File: config.mk
export PLATFORM = sky130hd
export DESIGN_NAME = app_sequencer
export DESIGN_NICKNAME = d
export VERILOG_FILES = /design/src/rtl/app_sequencer.sv
export SDC_FILE = /design/constraint.sdc
export NUM_CORES = 1
export LEC_CHECK = 0
export ABC_CLOCK_PERIOD_IN_PS = 6500
export CAP_MARGIN = 5
export CELL_PAD_IN_SITES_DETAIL_PLACEMENT = 1
export CELL_PAD_IN_SITES_GLOBAL_PLACEMENT = 1
export CORE_ASPECT_RATIO = 1.5
export CORE_UTILIZATION = 44
export DETAILED_ROUTE_END_ITERATION = 6
export PLACE_DENSITY = 0.83
export SLEW_MARGIN = 20
export SYNTH_ARGS = -nofsm -noshare
export SYNTH_HDL_FRONTEND = slang
export SYNTH_SLANG_ARGS = --single-unit
export TNS_END_PERCENT = 100
File: constraint.sdc
create_clock -name clk -period 6.5 [get_ports clk]
set_clock_uncertainty 0.1 [all_clocks]
set_input_delay 1.95 -clock clk [delete_from_list [all_inputs] [get_ports clk]]
set_output_delay 1.95 -clock clk [all_outputs]
set_load 0.05 [all_outputs]
File: src/rtl/app_sequencer.sv
// app_sequencer: arbitrates the shared OLED / 7-segment / LED resources
// between the menu and the applications, with a frame-counted blanking
// interval on every handover.
// Optional feature macro: PASSCODE_LOCK_EN (tetris is gated behind passcode).
module app_sequencer #(
   parameter int unsigned BLANK_FRAMES = 8,
   parameter int unsigned MIC_HOLD     = 25
) (
   input  logic       clk,
   input  logic       reset,
   input  logic       btn_sel,
   input  logic       btn_back,
   input  logic [2:0] menu_flag,
   input  logic       mic_trig,
   input  logic       pw_flag,
   input  logic       frame_tick,
   output logic [2:0] state,
   output logic [5:0] app_en,
   output logic       blank
);

   localparam int unsigned STATE_W = 3;
   localparam int unsigned EN_W    = 6;
   localparam int unsigned CNT_W   = 8;
   localparam int unsigned CMP_W   = CNT_W + 1;

   localparam logic [STATE_W-1:0] APP_MENU   = STATE_W'(0);
   localparam logic [STATE_W-1:0] APP_TETRIS = STATE_W'(4);
   localparam logic [STATE_W-1:0] APP_PASS   = STATE_W'(5);

   typedef enum logic [1:0] {
      FSM_MENU  = 2'd0,
      FSM_BLANK = 2'd1,
      FSM_RUN   = 2'd2
   } fsm_e;

   fsm_e               fsm_q, fsm_d;
   logic [STATE_W-1:0] tgt_q, tgt_d;
   logic [CNT_W-1:0]   frame_cnt_q, frame_cnt_d;
   logic [CNT_W-1:0]   mic_cnt_q, mic_cnt_d;
   logic [STATE_W-1:0] state_q, state_d;
   logic [EN_W-1:0]    app_en_q, app_en_d;
   logic               blank_q, blank_d;

   logic               mic_hit_c;
   logic               sel_valid_c;
   logic               frame_done_c;
   logic [STATE_W-1:0] sel_tgt_c;

`ifdef PASSCODE_LOCK_EN
   logic unlocked_q, unlocked_d;
   // Tetris is redirected to the passcode screen until unlocked.
   assign sel_tgt_c = (menu_flag == APP_TETRIS && !unlocked_q) ? APP_PASS : menu_flag;
`else
   logic unused_pw_flag;
   assign unused_pw_flag = pw_flag;
   assign sel_tgt_c      = menu_flag;
`endif

   // Mic held high long enough counts as a select this cycle.
   assign mic_hit_c    = mic_trig && (CMP_W'(mic_cnt_q) + CMP_W'(1) == CMP_W'(MIC_HOLD));
   assign sel_valid_c  = (btn_sel || mic_hit_c) && (menu_flag != 3'd0) && (menu_flag <= 3'd4);
   assign frame_done_c = frame_tick && (CMP_W'(frame_cnt_q) + CMP_W'(1) == CMP_W'(BLANK_FRAMES));

   // State register: FSM, counters and registered outputs.
   always_ff @(posedge clk) begin
      if (reset) begin
         fsm_q       <= FSM_MENU;
         tgt_q       <= '0;
         frame_cnt_q <= '0;
         mic_cnt_q   <= '0;
         state_q     <= '0;
         app_en_q    <= EN_W'(1);
         blank_q     <= 1'b0;
`ifdef PASSCODE_LOCK_EN
         unlocked_q  <= 1'b0;
`endif
      end else begin
         fsm_q       <= fsm_d;
         tgt_q       <= tgt_d;
         frame_cnt_q <= frame_cnt_d;
         mic_cnt_q   <= mic_cnt_d;
         state_q     <= state_d;
         app_en_q    <= app_en_d;
         blank_q     <= blank_d;
`ifdef PASSCODE_LOCK_EN
         unlocked_q  <= unlocked_d;
`endif
      end
   end

   // Next-state logic: selection, blanking countdown and return to menu.
   always_comb begin
      fsm_d       = fsm_q;
      tgt_d       = tgt_q;
      frame_cnt_d = frame_cnt_q;
      mic_cnt_d   = '0;
`ifdef PASSCODE_LOCK_EN
      unlocked_d  = unlocked_q;
`endif
      unique case (fsm_q)
         FSM_MENU: begin
            if (mic_trig && !mic_hit_c) begin
               mic_cnt_d = mic_cnt_q + CNT_W'(1);
            end
            if (sel_valid_c) begin
               tgt_d       = sel_tgt_c;
               frame_cnt_d = '0;
               mic_cnt_d   = '0;
               fsm_d       = FSM_BLANK;
            end
         end
         FSM_BLANK: begin
            if (frame_done_c) begin
               frame_cnt_d = '0;
               fsm_d       = (tgt_q == APP_MENU) ? FSM_MENU : FSM_RUN;
            end else if (frame_tick) begin
               frame_cnt_d = frame_cnt_q + CNT_W'(1);
            end
         end
         FSM_RUN: begin
            if (btn_back) begin
               tgt_d       = APP_MENU;
               frame_cnt_d = '0;
               fsm_d       = FSM_BLANK;
`ifdef PASSCODE_LOCK_EN
               if (state_q == APP_TETRIS) begin
                  unlocked_d = 1'b0;
               end
            end else if (state_q == APP_PASS && pw_flag) begin
               unlocked_d  = 1'b1;
               tgt_d       = APP_TETRIS;
               frame_cnt_d = '0;
               fsm_d       = FSM_BLANK;
`endif
            end
         end
         default: fsm_d = FSM_MENU;
      endcase
   end

   // Output logic: derived from the next state so outputs track the FSM edge.
   always_comb begin
      state_d  = state_q;
      blank_d  = 1'b0;
      app_en_d = '0;
      unique case (fsm_d)
         FSM_MENU:  state_d = APP_MENU;
         FSM_RUN:   state_d = tgt_d;
         FSM_BLANK: blank_d = 1'b1;
         default:   state_d = APP_MENU;
      endcase
      if (!blank_d) begin
         app_en_d = EN_W'(1) << state_d;
      end
   end

   assign state  = state_q;
   assign app_en = app_en_q;
   assign blank  = blank_q;

endmodule

# After elaboration in Yosys (flattened, before gate mapping)
# Index checks and enable logic that the tools add are counted.
[word_totals] regBits=31 inputBits=10 output_inout_bits=10 word_cells=55
[classes] n_addsub=4 order_cmp=1 n_eq_ne=9 shifts=1 n_mux=16 bitwise=2 n_reduce_logical=14
[ops] cell="2-to-1 mux 8 bit" count=4
[ops] cell="one-hot mux 8 bit (3 select lines)" count=1
[ops] cell="adder 8 x 1 -> 9 bit, second input constant" count=2
[ops] cell="adder 8 x 1 -> 8 bit, second input constant" count=2
[ops] cell="one-hot mux 3 bit (2 select lines)" count=2
[ops] cell="equality test 9 x 4 -> 1 bit, second input constant" count=1
[ops] cell="equality test 9 x 5 -> 1 bit, second input constant" count=1
[ops] cell="2-to-1 mux 2 bit" count=4
[ops] cell="2-to-1 mux 3 bit" count=2
[ops] cell="one-hot mux 2 bit (3 select lines)" count=1
[ops] cell="nonzero test 3 bit" count=2
[ops] cell="<< shifter 1 x 3 -> 6 bit, first input constant" count=1
[ops] cell="logical AND 1 bit" count=5
[ops] cell="equality test 2 x 1 -> 1 bit, second input constant" count=2
[ops] cell="equality test 2 bit, second input constant" count=2
[ops] cell="inequality test 2 bit, second input constant" count=2
[ops] cell="AND reduction 4 bit" count=1
[ops] cell="OR reduction 4 bit" count=1
[ops] cell="less-or-equal comparator 3 bit, second input constant" count=1
[ops] cell="zero test 3 bit" count=1
[ops] cell="inequality test 3 bit, second input constant" count=1
[ops] cell="zero test 2 bit" count=1
[ops] cell="2-to-1 mux 1 bit" count=2
[ops] cell="inverter 1 bit" count=2
[ops] cell="3 further kinds" count=3

# Depth between registers and ports, before layout
# Gate-level depths: netlist of the first run.
[logic_depth] depth_word=12 mapped_depth=14

# Least setup slack after synthesis of the first run
# Ideal clock, no wire load.
[synth_timing] path_kind="in2reg" start="input port frame_tick" end="register app_en_q[1], in the netlist app_en[1]" t_arrival_ns=3.818 required_ns=6.336 slack_ns=2.517 cell_stages=11 n_path_buf=0 path_cell_list="nand2_1 -> nor4_1 -> o21ai_0 -> o21ai_1 -> a21oi_1 -> nor2_1 -> or2_2 -> ha_1 -> nor4_1 -> nand2_1 -> nor2_1"
[synth_between] elab_chain_cells=6
[synth_rtl] element="start, declared" line_no="16" text="input logic frame_tick,"
[synth_rtl] element="logical AND 1 bit *" line_no="63" text="assign frame_done_c = frame_tick && (CMP_W'(frame_cnt_q) + CMP_W'(1) == CMP_W'(BLANK_FRAMES));"
[synth_rtl] element="2-to-1 mux 2 bit *" line_no="114" text="if (frame_done_c) begin"
[synth_rtl] element="one-hot mux 2 bit (3 select lines) *" line_no="101" text="unique case (fsm_q)"
[synth_rtl] element="equality test 2 x 1 -> 1 bit or equality test 2 bit (tied branches)" line_no="147" text="unique case (fsm_d)"
[synth_rtl] element="one-hot mux 3 bit (2 select lines) or 2-to-1 mux 1 bit (tied branches)" line_no="147"
[synth_rtl] element="<< shifter 1 x 3 -> 6 bit or OR reduction 2 bit (tied branches)"
[synth_rtl] element="end signal, assigned" line_no="84" text="app_en_q <= app_en_d;"
[synth_rtl] element="end, declared" line_no="42" text="logic [EN_W-1:0] app_en_q, app_en_d;"
# Every way passes the cells marked *; elsewhere a longest branch is shown, timed or not.
# A chain may end at the register's enable or synchronous reset.

# Worst setup path after layout of the first run
[layout_timing] start="input port frame_tick" end="register app_en_q[5], in the netlist app_en[5]"
# Same word-level chain as after synthesis.

==> impl_results.md, run 1 <==
- CTS clk-pin slew, worst paths: 0.07 ns
- Combinational Power Share: 0.147
- Hold Path End: mic_cnt_q[0]
- Setup TNS: 0 ns
- Pint: 0.000292 W
- FMAX: 209 MHz
- Vias per inst: 5.62
- Minimum clock period: 4.79 ns
- Share of layout cells above drive strength 1: 0.0549
- Initial DRC Count: 29
- Top delay family on crit path: simple AND/OR/NAND/NOR gates
- Hold depth: 1
- Vias: 1573
- RD Place Congestion: about 0.79
- Slew HR: 0.417
- Post-synth net total: ~240
- Pwr Density: 201 nW/um2
- Area leader, netlist: dfxtp_1
- Sequential share of power: 0.480
- Post-synth EDFFs: 0
- Fin cells: 280
- Synth Instances: around 220
- CP peak stage delay: between 0.5 and 0.6 ns
- Initial Utilization: 0.466
- CTS Buf Count: 5
- Total track usage: 0.239
- Die width: 53.2 um
- R2r startpoint: frame_cnt_q[0]
- CP Max Fanout: 10
- Drt pass-1 iters: 4
- Syn avg cell area: 8.02 um2
- Global-route wire length before repair: approximately 7400 um
- Placed cells: 272
- Crit Path Class: input pin to flop
- CTS root buffer: clkbuf_8
- Io pins: 20
- Antenna cell count: 0
- Chip Height: about 79 um
- WP buf/inv: 1
- Layout Area Growth over Synthesis: 17.2%
- Max cap viols: 0
- Yosys reg bits: 31
- Yosys cell types: 47
- Psw: 0.000116 W
- Synth warn: 0
- Placeable Area: 3720 um2
- Design area: between 2000 and 2500 um2
- Worst hold slack: roughly 0.41 ns
- Clk buf depth: 2
- Worst skew pair latency: 0.29 ns
- Worst min path class: flop to flop
- Clk pwr share: 0.373
- Final Slew Violations: 0
- Slew at the pin with the worst max-slew slack: a little under 0.9 ns
- Outcome: completed
- Final worst-path cycle share: 0.737
- TritonCTS clock tree: done
- Postcts setup bufs: 0
- Synthesized cell area: 1730 um2
- GRT overflow: 0
- Top cell type's share of synthesized area: 0.358
- Number of port buffers: 18
- Final net count: between 200 and 300
- Post-synthesis async set-or-reset flop share: 0
- Number of remaining DRC errors: 0
- Critical path data arrival time: ~4.9 ns
- CTS HTree Levels: 2
- R2R depth: 12
- CTS resizes: 0
- Ys flop type: dfxtp_1
- Critical Path RT: around 6.6 ns
- Drt total wl: about 4400 um
- Crit path cell chain: clkdlybuf4s50_1 > nand2_1 > nor4_1 > o21ai_0 > o21ai_1 > a21oi_1 > nor2_1 > or2_2 > ha_1 > nor4_1 > nand2_1 > nor2_1
- CTS Hold Buffers Added: 0
- Sw Ratio: 0.285
- Seq/Total Area, Yosys: 0.358
- Routed Antenna Nets: 0
- Initial antenna violation count: 0
- Leak Pwr: 0.731 nW
- Die ar.: 4200 um2
- Slowest stage cell, crit path: o21ai_1
- Finish-stage setup viols: 0
- CP endpoint kind: flop
- Worst vdd ir: about 0.14 mV
- Final-report hold violation count: 0
- Worst reg2reg path endpoint: app_en[5]
- Sink Count: 31
- Synth area leaders: dfxtp_1 36%, ha_1 7.2%, nor2_1 6.1%
- Std-Cell Rows: 27
- Final core area utilization: 0.546
- Reg-to-reg setup timing slack: between 3 and 4 ns
- RSZ-0062 raised after global routing: false
- Worst setup SP type: input pin
- Post-DP HPWL: 3330 um
- Most common cell after layout, fill and taps aside: dfxtp_1
- Largest net degree at the start of global routing: 25
- Placed Area: 1950 um2
- Vias in the first global route: 1654
- Most frequent cells in the layout: 31 x dfxtp_1, 28 x nor2_1, 18 x nand2_1, 18 x clkdlybuf4s50_1, 16 x inv_1
- Hold Crit Start: mic_cnt_q[0]
- WL per Instance: between 15 and 20 um
## cell families after synthesis
group | after synthesis | share of synthesized area
AOI/OAI and AO/OA | 50 | 0.197
xor gates and xnor gates | 8 | 0.0404
adders and majority gates | 10 | 0.0722
buffers and inverters | 21 | 0.0469
DFF | 31 | 0.358
muxes | 1 | 0.00578
and+or+nand+nor | 95 | 0.279
## stage by stage
step / power [W] / setup WS, ns
after floorplan: 0.000241 / 2.52
after global placement: 0.000257 / 1.46
after detailed placement: 0.000261 / 1.31
after CTS: 0.000412 / 1.60
after global routing: 0.000426 / 1.28
final: 0.000408 / 1.71
## power groups by stage
stage / clock network, W / registers (W) / logic, W
after floorplan: 0 / 0.000204 / 0.0000373
after global placement: 0 / 0.000200 / 0.0000571
after detailed placement: 0 / 0.000200 / 0.0000602
after CTS: 0.000156 / 0.000196 / 0.0000607
after global routing: 0.000163 / 0.000196 / 0.0000670
final: 0.000152 / 0.000196 / 0.0000599
## metal layers
metal  vias to the layer above  track usage  routed length, um
met1                       750        0.245               1770
met3                         8       0.0536                117
li1                        796            -                  -
met2                        19        0.433               2390
met5                         -            0                  0
met4                         0        0.113                105
## how the worst max path moves through the flow
stage	startpoint	endpoint	slack, ns	depth (start not counted)
global route	frame_tick	app_en[3]	1.28	12
global placement	frame_tick	app_en[5]	1.46	12
CTS	frame_tick	app_en[5]	1.60	12
detailed placement	frame_tick	app_en[5]	1.31	12
finish	frame_tick	app_en[5]	1.71	12
floorplan	frame_tick	app_en[1]	2.52	11
## cell usage after synthesis, drive strengths merged, types with 2 or more instances
master,n
buf,2
or2,5
nor2b,5
inv,16
clkbuf,3
o21ai,11
and3,4
nor4bb,2
nor4,2
a21oi,14
ha,10
a2bb2oi,2
xnor2,5
dfxtp,31
nand2,18
a31oi,4
nor2,28
xor2,3
nand2b,6
nand3,4
and2,3
o21a,2
nor3,6
o32ai,5
or4,2
or3,6
## sequential cells by signal, indices dropped and copies added (netlist names)
register / flops
app_en: 6
blank: 1
frame_cnt_q: 8
fsm_q: 2
mic_cnt_q: 8
state: 3
tgt_q: 3
## area by class of cell
cell class                 count  area (um2)
multi-input combinational    164        1030
inverter                      16        60.1
timing repair buffer          18         180
sequential                    31         621
clock buffer                   6        72.6
fill                         482        1690
tap                           43        53.8
clock inverter                 2        12.5
Power figures use the tool's default switching activity.
==> inputs of run 2 (changes only) <==
--- a/config.mk
+++ b/config.mk
@@ -5,14 +5,14 @@
 export SDC_FILE = /design/constraint.sdc
 export NUM_CORES = 1
 export LEC_CHECK = 0
-export ABC_CLOCK_PERIOD_IN_PS = 6500
+export ABC_CLOCK_PERIOD_IN_PS = 4200
 export CAP_MARGIN = 5
 export CELL_PAD_IN_SITES_DETAIL_PLACEMENT = 1
 export CELL_PAD_IN_SITES_GLOBAL_PLACEMENT = 1
 export CORE_ASPECT_RATIO = 1.5
-export CORE_UTILIZATION = 44
+export CORE_UTILIZATION = 37
 export DETAILED_ROUTE_END_ITERATION = 6
-export PLACE_DENSITY = 0.83
+export PLACE_DENSITY = 0.75
 export SLEW_MARGIN = 20
 export SYNTH_ARGS = -nofsm -noshare
 export SYNTH_HDL_FRONTEND = slang
==> constraint.sdc (replaced) <==
create_clock -name clk -period 4.2 [get_ports clk]
set_clock_uncertainty 0.1 [all_clocks]
set_input_delay 1.26 -clock clk [delete_from_list [all_inputs] [get_ports clk]]
set_output_delay 1.26 -clock clk [all_outputs]
set_load 0.05 [all_outputs]
==> impl_results.md, run 2 (synthesis gave the netlist of run 1 again) <==
- Most frequent cells in the layout: 31 x dfxtp_1, 28 x nor2_1, 18 x nand2_1, 18 x clkdlybuf4s50_1, 16 x inv_1 (unchanged)
- Initial antenna violation count: 0 (unchanged)
- Top delay family on crit path: simple AND/OR/NAND/NOR gates (unchanged)
- Top sig layer: met4 (unchanged)
- Largest net degree at the start of global routing: 17 (was 25)
- Number of remaining DRC errors: 2 (was 0)
- Critical Path RT: 4.32 ns (was 6.63 ns)
- Placed Area: 1980 um2 (was 1950 um2)
- Placeable Area: 4500 um2 (was 3720 um2)
- Dpl ws: 0.0497 ns (was 1.31 ns)
- Worst vdd ir: 0.183 mV (was 0.138 mV)
- Final net count: 260 (was 256)
- Slew at the pin with the worst max-slew slack: 0.499 ns (was 0.872 ns)
- Slowest stage cell, crit path: clkdlybuf4s50_1 (was o21ai_1)
- Total track usage: 0.182 (was 0.239)
- Pwr Density: 310 nW/um2 (was 201 nW/um2)
- FMAX: 262 MHz
- CTS Buf Count: 5 (unchanged)
- Chip Height: 85.8 um (was 78.9 um)
- CP peak stage delay: 0.47 ns (was 0.58 ns)
- CTS root buffer: clkbuf_8 (unchanged)
- Most common cell after layout, fill and taps aside: dfxtp_1 (unchanged)
- Worst setup SP type: input pin (unchanged)
- Postcts setup bufs: 0 (unchanged)
- Final setup margin: 0.379 ns (was 1.71 ns)
- CP Max Fanout: 3 (was 10)
- Critical path data arrival time: 3.94 ns (was 4.92 ns)
- Slew HR: 0.666 (was 0.417)
- Initial DRC Count: 31 (was 29)
- Die width: 57.9 um (was 53.2 um)
- Std-Cell Rows: 30 (was 27)
- GRT overflow: 0 (unchanged)
- Failing checks: design-rule violations
- RSZ-0062 raised after global routing: false (unchanged)
- CTS clk-pin slew, worst paths: 0.06 ns (was 0.07 ns)
- Leak Pwr: 0.755 nW (was 0.731 nW)
- CTS HTree Levels: 2 (unchanged)
- Design area: 2070 um2 (was 2030 um2)
- Placed cells: 281 (was 272)
- Vias per inst: 5.44 (was 5.62)
- Minimum clock period: 3.82 ns
- Layout Area Growth over Synthesis: 19.4% (was 17.2%)
- Post-DP HPWL: 3150 um (was 3330 um)
- Fin cells: 288 (was 280)
- Setup TNS: 0 ns (unchanged)
- Die ar.: 4970 um2 (was 4200 um2)
- Worst min path class: flop to flop (unchanged)
- Metal-1 WL: 1750 um (was 1770 um)
- Initial Utilization: 0.385 (was 0.466)
- Final-report hold violation count: 0 (unchanged)
- Share of layout cells above drive strength 1: 0.0708 (was 0.0549)
- Crit path cell chain: clkdlybuf4s50_1 > nand2_1 > nor4_1 > o21ai_0 > nor2_1 > o21ai_0 > o32ai_1 > ha_1 > inv_1 > nor4_1 > nand2_1 > nor2_1 (was clkdlybuf4s50_1 > nand2_1 > nor4_1 > o21ai_0 > o21ai_1 > a21oi_1 > nor2_1 > or2_2 > ha_1 > nor4_1 > nand2_1 > nor2_1)
- DR WL met2: 2290 um (was 2390 um)
- Crit Path Class: input pin to flop (unchanged)
- Outcome: complete, but fails checks (was completed)
- Drt total wl: 4170 um (was 4390 um)
- Final Slew Violations: 0 (unchanged)
- TritonCTS clock tree: done (unchanged)
- Drt pass-1 iters: 6 (was 4)
- Vias: 1566 (was 1573)
- CTS resizes: 0 (unchanged)
- Finish-stage setup viols: 0 (unchanged)
- RD Place Congestion: 0.761 (was 0.788)
- CP endpoint kind: flop (unchanged)
- Number of port buffers: 18 (unchanged)
- Vias in the first global route: 1572 (was 1654)
- Final worst-path cycle share: 0.910
- WP buf/inv: 2 (was 1)
- Io pins: 20 (unchanged)
- Global-route wire length before repair: 7100 um (was 7400 um)
- CTS Hold Buffers Added: 0 (unchanged)
- Met3 Wirelength: 75 um (was 117 um)
- Sink Count: 31 (unchanged)
- WL per Instance: 14.5 um (was 15.7 um)
- Worst skew pair latency: 0.28 ns (was 0.29 ns)
- Routed Antenna Nets: 0 (unchanged)
- Antenna cell count: 0 (unchanged)
- Max cap viols: 0 (unchanged)
- Clk buf depth: 2 (unchanged)
run 2: changes by cell type in the layout (fill, tap and decap cells not counted):
cell	before	now
buf_4	0	4
clkbuf_1	1	0
clkbuf_8	5	6
clkinvlp_4	1	0
run 2: path summary, 6_finish.rpt:
path / end / cells after the start / start / slack [ns]
worst max-delay path: app_en[1] / 12 / frame_tick / 0.38
worst max register to register: app_en[1] / 14 / mic_cnt_q[0] / 0.90
worst min-delay path: mic_cnt_q[0] / 1 / mic_cnt_q[0] / 0.39
worst min register to register: mic_cnt_q[0] / 1 / mic_cnt_q[0] / 0.39
run 2: layer usage:
layer	GRT usage	vias up
li1	-	804
met1	0.195	746
met2	0.343	12
met3	0.0302	4
met4	0.0693	0
met5	0	-
run 2: through the flow:
step | hold slack (ns) | util | power (W)
after floorplan | 0.345 | - | 0.000373
after global placement | 0.368 | 0.440 | 0.000408
after detailed placement | 0.384 | 0.440 | 0.000409
after CTS | 0.400 | 0.459 | 0.000651
after global routing | 0.436 | 0.459 | 0.000672
final | 0.392 | 0.459 | 0.000642
run 2: final cells by class:
cell class,instances,area [um2]
fill,563,2430
clock buffer,6,82.6
clock inverter,1,5.00
tap,48,60.1
multi-input combinational,164,1030
inverter,16,60.1
sequential,31,621
timing repair buffer,22,210
run 2: where the power goes:
| part | switching, W | internal, W | leakage, nW | total [W] |
|---|---|---|---|---|
| Clock | 0.000112 | 0.000129 | 0.0470 | 0.000240 |
| Combinational | 0.0000571 | 0.0000411 | 0.457 | 0.0000982 |
| Sequential | 0.00000394 | 0.000299 | 0.251 | 0.000303 |
==> inputs of run 3 (changes only) <==
--- a/config.mk
+++ b/config.mk
@@ -10,7 +10,9 @@
 export CELL_PAD_IN_SITES_DETAIL_PLACEMENT = 1
 export CELL_PAD_IN_SITES_GLOBAL_PLACEMENT = 1
 export CORE_ASPECT_RATIO = 1.5
+export CORE_MARGIN = 2
 export CORE_UTILIZATION = 37
+export CTS_BUF_LIST = sky130_fd_sc_hd__clkbuf_8 sky130_fd_sc_hd__clkbuf_16
 export DETAILED_ROUTE_END_ITERATION = 6
 export PLACE_DENSITY = 0.75
 export SLEW_MARGIN = 20
==> impl_results.md, run 3 (synthesis gave the netlist of run 1 again) <==
- Most common cell after layout, fill and taps aside: dfxtp_1 (unchanged)
- Number of remaining DRC errors: 0 (was 2)
- Minimum clock period: 3.77 ns (was 3.82 ns)
- GRT overflow: 0 (unchanged)
- Max cap viols: 0 (unchanged)
- Initial Utilization: 0.385 (unchanged)
- CTS resizes: 0 (unchanged)
- Layout Area Growth over Synthesis: 18.6% (was 19.4%)
- Critical path data arrival time: 3.89 ns (was 3.94 ns)
- Final worst-path cycle share: 0.897 (was 0.910)
- Most frequent cells in the layout: 31 x dfxtp_1, 28 x nor2_1, 18 x nand2_1, 18 x clkdlybuf4s50_1, 16 x inv_1 (unchanged)
- Final net count: 258 (was 260)
- RD Place Congestion: 0.791 (was 0.761)
- Placeable Area: 4500 um2 (unchanged)
- Routed Antenna Nets: 0 (unchanged)
- R2R depth: 13 (was 14)
- Critical Path RT: 4.32 ns (about the same)
- FMAX: 265 MHz (was 262 MHz)
- CTS clk-pin slew, worst paths: 0.07 ns (was 0.06 ns)
- Slew at the pin with the worst max-slew slack: 0.514 ns (was 0.499 ns)
- Sw Ratio: 0.271 (was 0.269)
- Worst min path class: flop to flop (unchanged)
- Pwr Density: 311 nW/um2 (was 310 nW/um2)
- Clk pwr share: 0.375 (was 0.374)
- Antenna cell count: 0 (unchanged)
- Worst vdd ir: 0.185 mV (was 0.183 mV)
- Psw: 0.000173 W (about the same)
- Hold Path End: mic_cnt_q[0] (unchanged)
- Drt total wl: 4240 um (was 4170 um)
- CTS root buffer: clkbuf_8 (unchanged)
- Die width: 59.9 um (was 57.9 um)
- Setup TNS: 0 ns (unchanged)
- Global-route wire length before repair: 7380 um (was 7100 um)
- Reg-to-reg setup timing slack: 0.82 ns (was 0.90 ns)
- Total track usage: 0.184 (was 0.182)
- Worst setup SP type: input pin (unchanged)
- Slew HR: 0.656 (was 0.666)
- Number of port buffers: 18 (unchanged)
- Worst reg2reg path endpoint: app_en[3] (was app_en[1])
- Outcome: completed (was complete, but fails checks)
- Std-Cell Rows: 30 (unchanged)
- Pint: 0.000466 W (was 0.000469 W)
- Initial DRC Count: 50 (was 31)
- Initial antenna violation count: 0 (unchanged)
- Final-report hold violation count: 0 (unchanged)
- Worst skew pair latency: 0.28 ns (about the same)
- Crit Path Class: input pin to flop (unchanged)
- CTS Hold Buffers Added: 0 (unchanged)
- Sequential share of power: 0.475 (was 0.473)
- CTS Buf Count: 5 (unchanged)
- Vias per inst: 5.58 (was 5.44)
- Combinational Power Share: 0.150 (was 0.153)
- Chip Height: 87.8 um (was 85.8 um)
- Leak Pwr: 0.746 nW (was 0.755 nW)
- Hold Crit Start: mic_cnt_q[0] (unchanged)
- Post-DP HPWL: 3250 um (was 3150 um)
- CTS HTree Levels: 2 (unchanged)
- CP Max Fanout: 5 (was 3)
- Sink Count: 31 (unchanged)
- RSZ-0062 raised after global routing: false (unchanged)
- Share of layout cells above drive strength 1: 0.0630 (was 0.0708)
- Postcts setup bufs: 0 (unchanged)
- Final Slew Violations: 0 (unchanged)
- WL per Instance: 14.8 um (was 14.5 um)
- Io pins: 20 (unchanged)
- Vias: 1595 (was 1566)
- Worst hold slack: 0.396 ns (was 0.392 ns)
- Hold depth: 1 (unchanged)
- CP endpoint kind: flop (unchanged)
- Vias in the first global route: 1647 (was 1572)
- Finish-stage setup viols: 0 (unchanged)
- TritonCTS clock tree: done (unchanged)
- R2r startpoint: mic_cnt_q[0] (unchanged)
- Die ar.: 5260 um2 (was 4970 um2)
- Drt pass-1 iters: 4 (was 6)
- Filler cells: 566 (was 563)
- Largest net degree at the start of global routing: 17 (unchanged)
- Clk buf depth: 2 (unchanged)
[run 3: changes by cell type in the layout (fill, tap and decap cells not counted)]
cell	change
buf_4	-2
[run 3: stage by stage]
step                setup WS (ns)  cell area (um2)   util  total power (W)  std cells
detailed placement          0.114             1970  0.437         0.000407        279
global route               0.0469             2050  0.456         0.000670        286
global placement            0.183             1970  0.437         0.000404        279
floorplan                   0.907             1730      -         0.000373        216
CTS                         0.395             2050  0.456         0.000649        286
finish                      0.431             2050  0.456         0.000639        286
[run 3: layout make-up]
class	count	area (um2)	share of cell area
clock buffers	6	82.6	0.0402
well taps	48	60.1	0.0292
clock inverters	1	5.00	0.00244
inverters	16	60.1	0.0292
repair buffers	20	195	0.0950
flip-flops and latches	31	621	0.302
multi-input cells	164	1030	0.502
[run 3: worst max-delay path, stage by stage]
cell and delay (ns):
clkdlybuf4s50_1 0.44, nor2_1 0.25, xnor2_1 0.21, o2111a_2 0.27, nor2_1 0.07, or2_2 0.28
ha_1 0.36, nor4_1 0.44, nand2_1 0.17, nor2_1 0.13
[run 3: how the worst max path moves through the flow]
stage | start | to | slack, ns | cells after the start
detailed placement | frame_tick | app_en[3] | 0.11 | 12
CTS | frame_tick | app_en[3] | 0.40 | 12
global placement | frame_tick | app_en[5] | 0.18 | 11
floorplan | frame_tick | app_en[1] | 0.91 | 11
finish | menu_flag[0] | app_en[3] | 0.43 | 10
global route | frame_tick | app_en[3] | 0.05 | 12
[run 3: power groups by stage]
stage / clock network (W) / logic [W] / registers [W]
global route: 0.000258 / 0.000108 / 0.000304
global placement: 0 / 0.0000940 / 0.000310
detailed placement: 0 / 0.0000966 / 0.000310
CTS: 0.000248 / 0.0000974 / 0.000303
finish: 0.000240 / 0.0000959 / 0.000303
floorplan: 0 / 0.0000577 / 0.000316
[run 3: layer usage]
layer  up-vias  track usage  part of all wire
li1        801            -                 -
met2        14        0.327              0.55
met5         -            0                 0
met3         7       0.0399             0.021
met4         0       0.0808             0.023
met1       773        0.205              0.40
==> RTL edit 1 (config.mk and constraints of run 3) <==
Set the localparam `CNT_W` to 9 (it was 8).
--- a/src/rtl/app_sequencer.sv
+++ b/src/rtl/app_sequencer.sv
@@ -23,3 +23,3 @@
    localparam int unsigned EN_W    = 6;
-   localparam int unsigned CNT_W   = 8;
+   localparam int unsigned CNT_W   = 9;
    localparam int unsigned CMP_W   = CNT_W + 1;
Check against the original RTL: no difference found for any inputs over 10 cycles, from zero or initial values and one cycle with reset high; that may be too few to reach the edited logic, so the function may still have changed.
==> RTL edit 1 against run 3 <==
Cell count is 19% higher. Wire length grew 23%. Register-to-register slack worse by 0.53 ns. Sequential cell count increased by 2. Total power rose by 4.3%. Critical path type unchanged. Design area rose by 19%. Worst setup slack lost 0.23 ns. Area after synthesis is 9.5% higher.
==> RTL edit 1: results (changes against run 3) <==
wire per inst: 15.4 µm (+4.0%)
Reg2Reg Setup Slack: 0.29 ns (-0.53 ns)
Critical Path End: app_en[0]$_SDFF_PP1_
P_int: 0.000480 W (+3.0%)
arrival time at the worst endpoint: 4.12 ns (+0.23 ns)
first-pass GRT wire length: 8.92 mm (+21%)
Netlist cell types: 52 (+11%)
Post-synth top cells: dfxtp_1, nor2_1, nand2_1
hold depth: 2 (+1)
Leak Pwr: 0.901 nW (+21%)
layout cells sized above 1: 17.2% (+11 points)
maximum vdd drop: 0.160 mV (-14%)
Filler Cell Count: 612 (+8.1%)
vias: 1843 (+16%)
DP Wirelength: 3.92 mm (+21%)
WHS Endpoint: frame_cnt_q[8]$_SDFFE_PP0P_
RD Place Congestion: 0.809 (+2.3%)
Clock Power Share: 35.6% (-1.9 points)
Synth area leaders: dfxtp_1, ha_1, nor2_1
fin nets: 292 (+13%)
Seq group: 0.000322 W (+6%)
register area share after synthesis: 34.8% (-1.0 points)
initial drt markers: 52 (+4.0%)
largest net degree at the start of global routing: 21 (+4)
syn nets: 249 (+5.5%)
Slew @ Worst Pin: 0.725 ns (+0.211 ns)
Total Routing Usage GR: 19.1% (+0.70 points)
r2r worst-path depth: 16 (+3)
# diodes: 0 (unchanged)
vias in the first global route: 1923 (+17%)
CP Max Fanout: 6 (+1)
outcome: complete, no violations
HP Start: frame_cnt_q[8]$_SDFFE_PP0P_
RTL edit 1: per-stage QoR:
step | hold WS [ns] | instances | utilization, % | instance area, µm² | worst slack, ns
6_report | 0.383 | 339 | 50.2 | 2450 | 0.198
5_1_grt | 0.407 | 339 | 50.2 | 2450 | -0.0437
4_1_cts | 0.384 | 338 | 48.9 | 2390 | 0.125
3_5_place_dp | 0.375 | 330 | 47.2 | 2300 | -0.166
3_3_place_gp | 0.370 | 330 | 47.2 | 2300 | -0.0927
2_1_floorplan | 0.352 | 229 | - | 1900 | 0.308
RTL edit 1: layout make-up:
class                      count  area share [%]
inverter                       8            1.23
timing repair buffer          44            15.3
clock buffer                   5            2.81
multi-input combinational    180            49.6
clock inverter                 3           0.715
sequential                    33            27.0
tap                           66            3.37
RTL edit 1: metal layers:
metal	vias to the layer above	GRT usage [%]	routed length, µm
met1	897	20.0	1990
met3	8	3.19	86
met5	-	0	0
li1	922	-	-
met4	0	8.15	93
met2	16	36.8	3060
RTL edit 1: timing repair:
action	CTS	global route
endpoints found under the setup margin	0	8
buffers inserted	0	1
hold endpoints to repair	0	0
gates resized for setup	0	11
RTL edit 1: worst max-delay path: stages:
cell,delay [ns]
clkdlybuf4s50_1,0.45
or3_4,0.44
a31oi_2,0.24
o31a_1,0.19
o21ai_1,0.08
o31a_1,0.13
or2_2,0.29
ha_1,0.23
a222oi_1,0.37
buf_4,0.20
a31oi_1,0.08
o21ai_0,0.16
RTL edit 1: cells by family after synthesis:
logic type / after synthesis / share of synthesized area [%]
buf+inv: 16 / 3.89
fa+ha+maj: 10 / 6.59
compound gates: 48 / 18.2
flops: 33 / 34.8
xor+xnor: 11 / 5.08
simple gates: 110 / 30.9
mux: 1 / 0.527
==> RTL edit 2 (flow settings as in run 3) <==
Made on the original files. Add an input register stage for `btn_sel` and `btn_back`, without a reset; this delays them by one clock. The other inputs are not delayed to match.
--- a/src/rtl/app_sequencer.sv
+++ b/src/rtl/app_sequencer.sv
@@ -36,2 +36,10 @@
 
+   logic btn_sel_q;
+   logic btn_back_q;
+
+   always_ff @(posedge clk) begin
+      btn_sel_q  <= btn_sel;
+      btn_back_q <= btn_back;
+   end
+
    fsm_e               fsm_q, fsm_d;
@@ -61,3 +69,3 @@
    assign mic_hit_c    = mic_trig && (CMP_W'(mic_cnt_q) + CMP_W'(1) == CMP_W'(MIC_HOLD));
-   assign sel_valid_c  = (btn_sel || mic_hit_c) && (menu_flag != 3'd0) && (menu_flag <= 3'd4);
+   assign sel_valid_c  = (btn_sel_q || mic_hit_c) && (menu_flag != 3'd0) && (menu_flag <= 3'd4);
    assign frame_done_c = frame_tick && (CMP_W'(frame_cnt_q) + CMP_W'(1) == CMP_W'(BLANK_FRAMES));
@@ -121,3 +129,3 @@
          FSM_RUN: begin
-            if (btn_back) begin
+            if (btn_back_q) begin
                tgt_d       = APP_MENU;
Function: changed (Yosys sat finds a counterexample within 4 cycles, from zero or initial values and one cycle with reset high).
==> RTL edit 2 against run 3 <==
Maximum frequency up 0.59%. Clock power decreased by 3%. Design area rose by 5.2%. Wire length increased by 0.85%. Sequential cell count is 2 higher. Critical path depth grew 5. Total power grew 0.66%. Synthesized cell count decreased by 2.8%. Sequential share of layout area increased by 0.37 points. Worst setup slack better by 0.022 ns. Area after synthesis up 3.2%. Via count is 1.0% lower. Largest cell class unchanged.
==> RTL edit 2: results (changes against run 3) <==
Reg2Reg Setup Slack: 0.85 ns (+0.03 ns)
Post-synth top cells: dfxtp_1, nand2_1, nor2_1
WHS Endpoint: state[2]$_SDFF_PP0_
Yosys Warn Count: 0 (unchanged)
Total Routing Usage GR: 16.4% (-2.0 points)
hold depth: 2 (+1)
DP Wirelength: 3.27 mm (+0.66%)
max incr delay on CP: 0.55 ns (+0.11 ns)
Netlist cell types: 49 (+4.3%)
Filler Cell Count: 609 (+7.6%)
HP Start: state[2]$_SDFF_PP0_
mux contribution to synthesized area: 4.13% (+3.6 points)
outcome: complete, no violations
register area share after synthesis: 36.9% (+1.1 points)
Compound-Gate Fraction of Synth Area: 17.0% (-2.7 points)
number of buffers created by CTS: 5 (unchanged)
RD Place Congestion: 0.794 (+0.29%)
first-pass GRT wire length: 6.79 mm (-8.0%)
Synth Area in XOR/XNOR: 3.43% (-0.61 points)
vias per cell: 5.23 (-6.2%)
vias in the first global route: 1527 (-7.3%)
syn nets: 226 (-4.2%)
maximum vdd drop: 0.215 mV (+16%)
worst r2r dst: app_en[4]$_SDFF_PP0_
arrival time at the worst endpoint: 3.82 ns (-0.07 ns)
Slew @ Worst Pin: 0.499 ns (-0.0146 ns)
GRT Residual Overflow: 0 (unchanged)
Leak Pwr: 0.801 nW (+7.4%)
H-tree lvl count: 2 (unchanged)
vias: 1579 (-1.0%)
area of placed instances: 2070 µm² (+5.5%)
Bufs on Longest Clock Path: 2 (unchanged)
adder-cell share of the synthesized area: 4.20% (-3.0 points)
largest net degree at the start of global routing: 13 (-4)
r2r worst-path depth: 15 (+2)
layout cells sized above 1: 10.6% (+4.3 points)
Initial DRT Pass Iterations: 4 (unchanged)
Reg clk slew, reported paths: 0.06 ns
# diodes: 0 (unchanged)
main flop type after synthesis: dfxtp_1
root buf cell: clkbuf_8
Port Buffers: 18 (unchanged)
wire per inst: 14.2 µm (-4.5%)
DP Cell Count: 295 (+5.7%)
initial drt markers: 40 (-20%)
antenna violations before repair: 0 (unchanged)
Synth area leaders: dfxtp_1, nand2_1, ha_1
fin nets: 252 (-2.3%)
post-cts repair resize count: 0 (unchanged)
CP max-delay cell: clkdlybuf4s50_1
Syn Area/Cell: 8.51 µm² (+6.1%)
postcts setup bufs: 0 (unchanged)
worst reg2reg path startpoint: frame_cnt_q[0]$_SDFFE_PP0P_
-- RTL edit 2: changes by cell type in the layout (fill, tap and decap cells not counted), moves of 4 or more --
cell / delta
nand3_1: +8
nor2_1: -8
a21oi_1: -6
buf_4: +6
mux2i_1: +5
nand2b_1: -5
o21ai_0: -5
and2_1: +4
and3_1: +4
ha_1: -4
o31ai_1: +4
-- RTL edit 2: layer usage --
metal | vias up | wire (µm) | GRT usage [%] | share of wire [%]
met4 | 0 | 53 | 5.34 | 1.2
met1 | 756 | 1810 | 17.9 | 42
met5 | - | 0 | 0 | 0
met3 | 5 | 103 | 3.47 | 2.4
li1 | 800 | - | - | -
met2 | 18 | 2310 | 30.6 | 54
-- RTL edit 2: report_power, final --
group          internal (W)  switching, W
sequential         0.000320    0.00000521
combinational     0.0000350     0.0000489
clock              0.000127      0.000107
total              0.000482      0.000161
-- RTL edit 2: worst max-delay path by stage --
stage                             from              endpoint  slack (ns)  depth (start not counted)
after global placement    menu_flag[1]  app_en[4]$_SDFF_PP0_        0.25                         15
final                     menu_flag[1]  app_en[4]$_SDFF_PP0_        0.45                         15
after global routing        frame_tick  app_en[4]$_SDFF_PP0_        0.22                         13
after CTS                   frame_tick  app_en[4]$_SDFF_PP0_        0.41                         13
after detailed placement    frame_tick  app_en[4]$_SDFF_PP0_        0.16                         13
after floorplan           menu_flag[0]  app_en[4]$_SDFF_PP0_        0.73                         13
-- RTL edit 2: area by class of cell --
| cell class | count | area (µm²) | share of cell area (%) |
|---|---|---|---|
| inverters | 12 | 45.0 | 2.08 |
| clock inverters | 1 | 3.75 | 0.174 |
| multi-input cells | 158 | 1050 | 48.4 |
| well taps | 66 | 82.6 | 3.82 |
| flip-flops and latches | 33 | 661 | 30.6 |
| repair buffers | 26 | 240 | 11.1 |
| clock buffers | 6 | 82.6 | 3.82 |
-- RTL edit 2: critical path, delay by kind of cell --
family / cells / cell delay, ns
buffers and inverters: 3 / 0.86
AND/OR/NAND/NOR: 6 / 0.77
XOR/XNOR: 1 / 0.16
AO/OA/AOI/OAI: 3 / 0.33
multiplexers: 1 / 0.15
adder cells (fa/ha/maj): 1 / 0.29
-- RTL edit 2: stage by stage --
| step | hold WS, ns | worst slack [ns] |
|---|---|---|
| after floorplan | 0.349 | 0.731 |
| after global placement | 0.368 | 0.248 |
| after detailed placement | 0.369 | 0.165 |
| after CTS | 0.387 | 0.412 |
| after global routing | 0.397 | 0.217 |
| final | 0.377 | 0.453 |
-- RTL edit 2: kinds of logic after synthesis --
kind of cell	after synthesis
adders and majority gates	6
AOI/OAI and AO/OA	39
muxes	7
and+or+nand+nor	99
buffers and inverters	19
xor gates and xnor gates	7
DFF	33
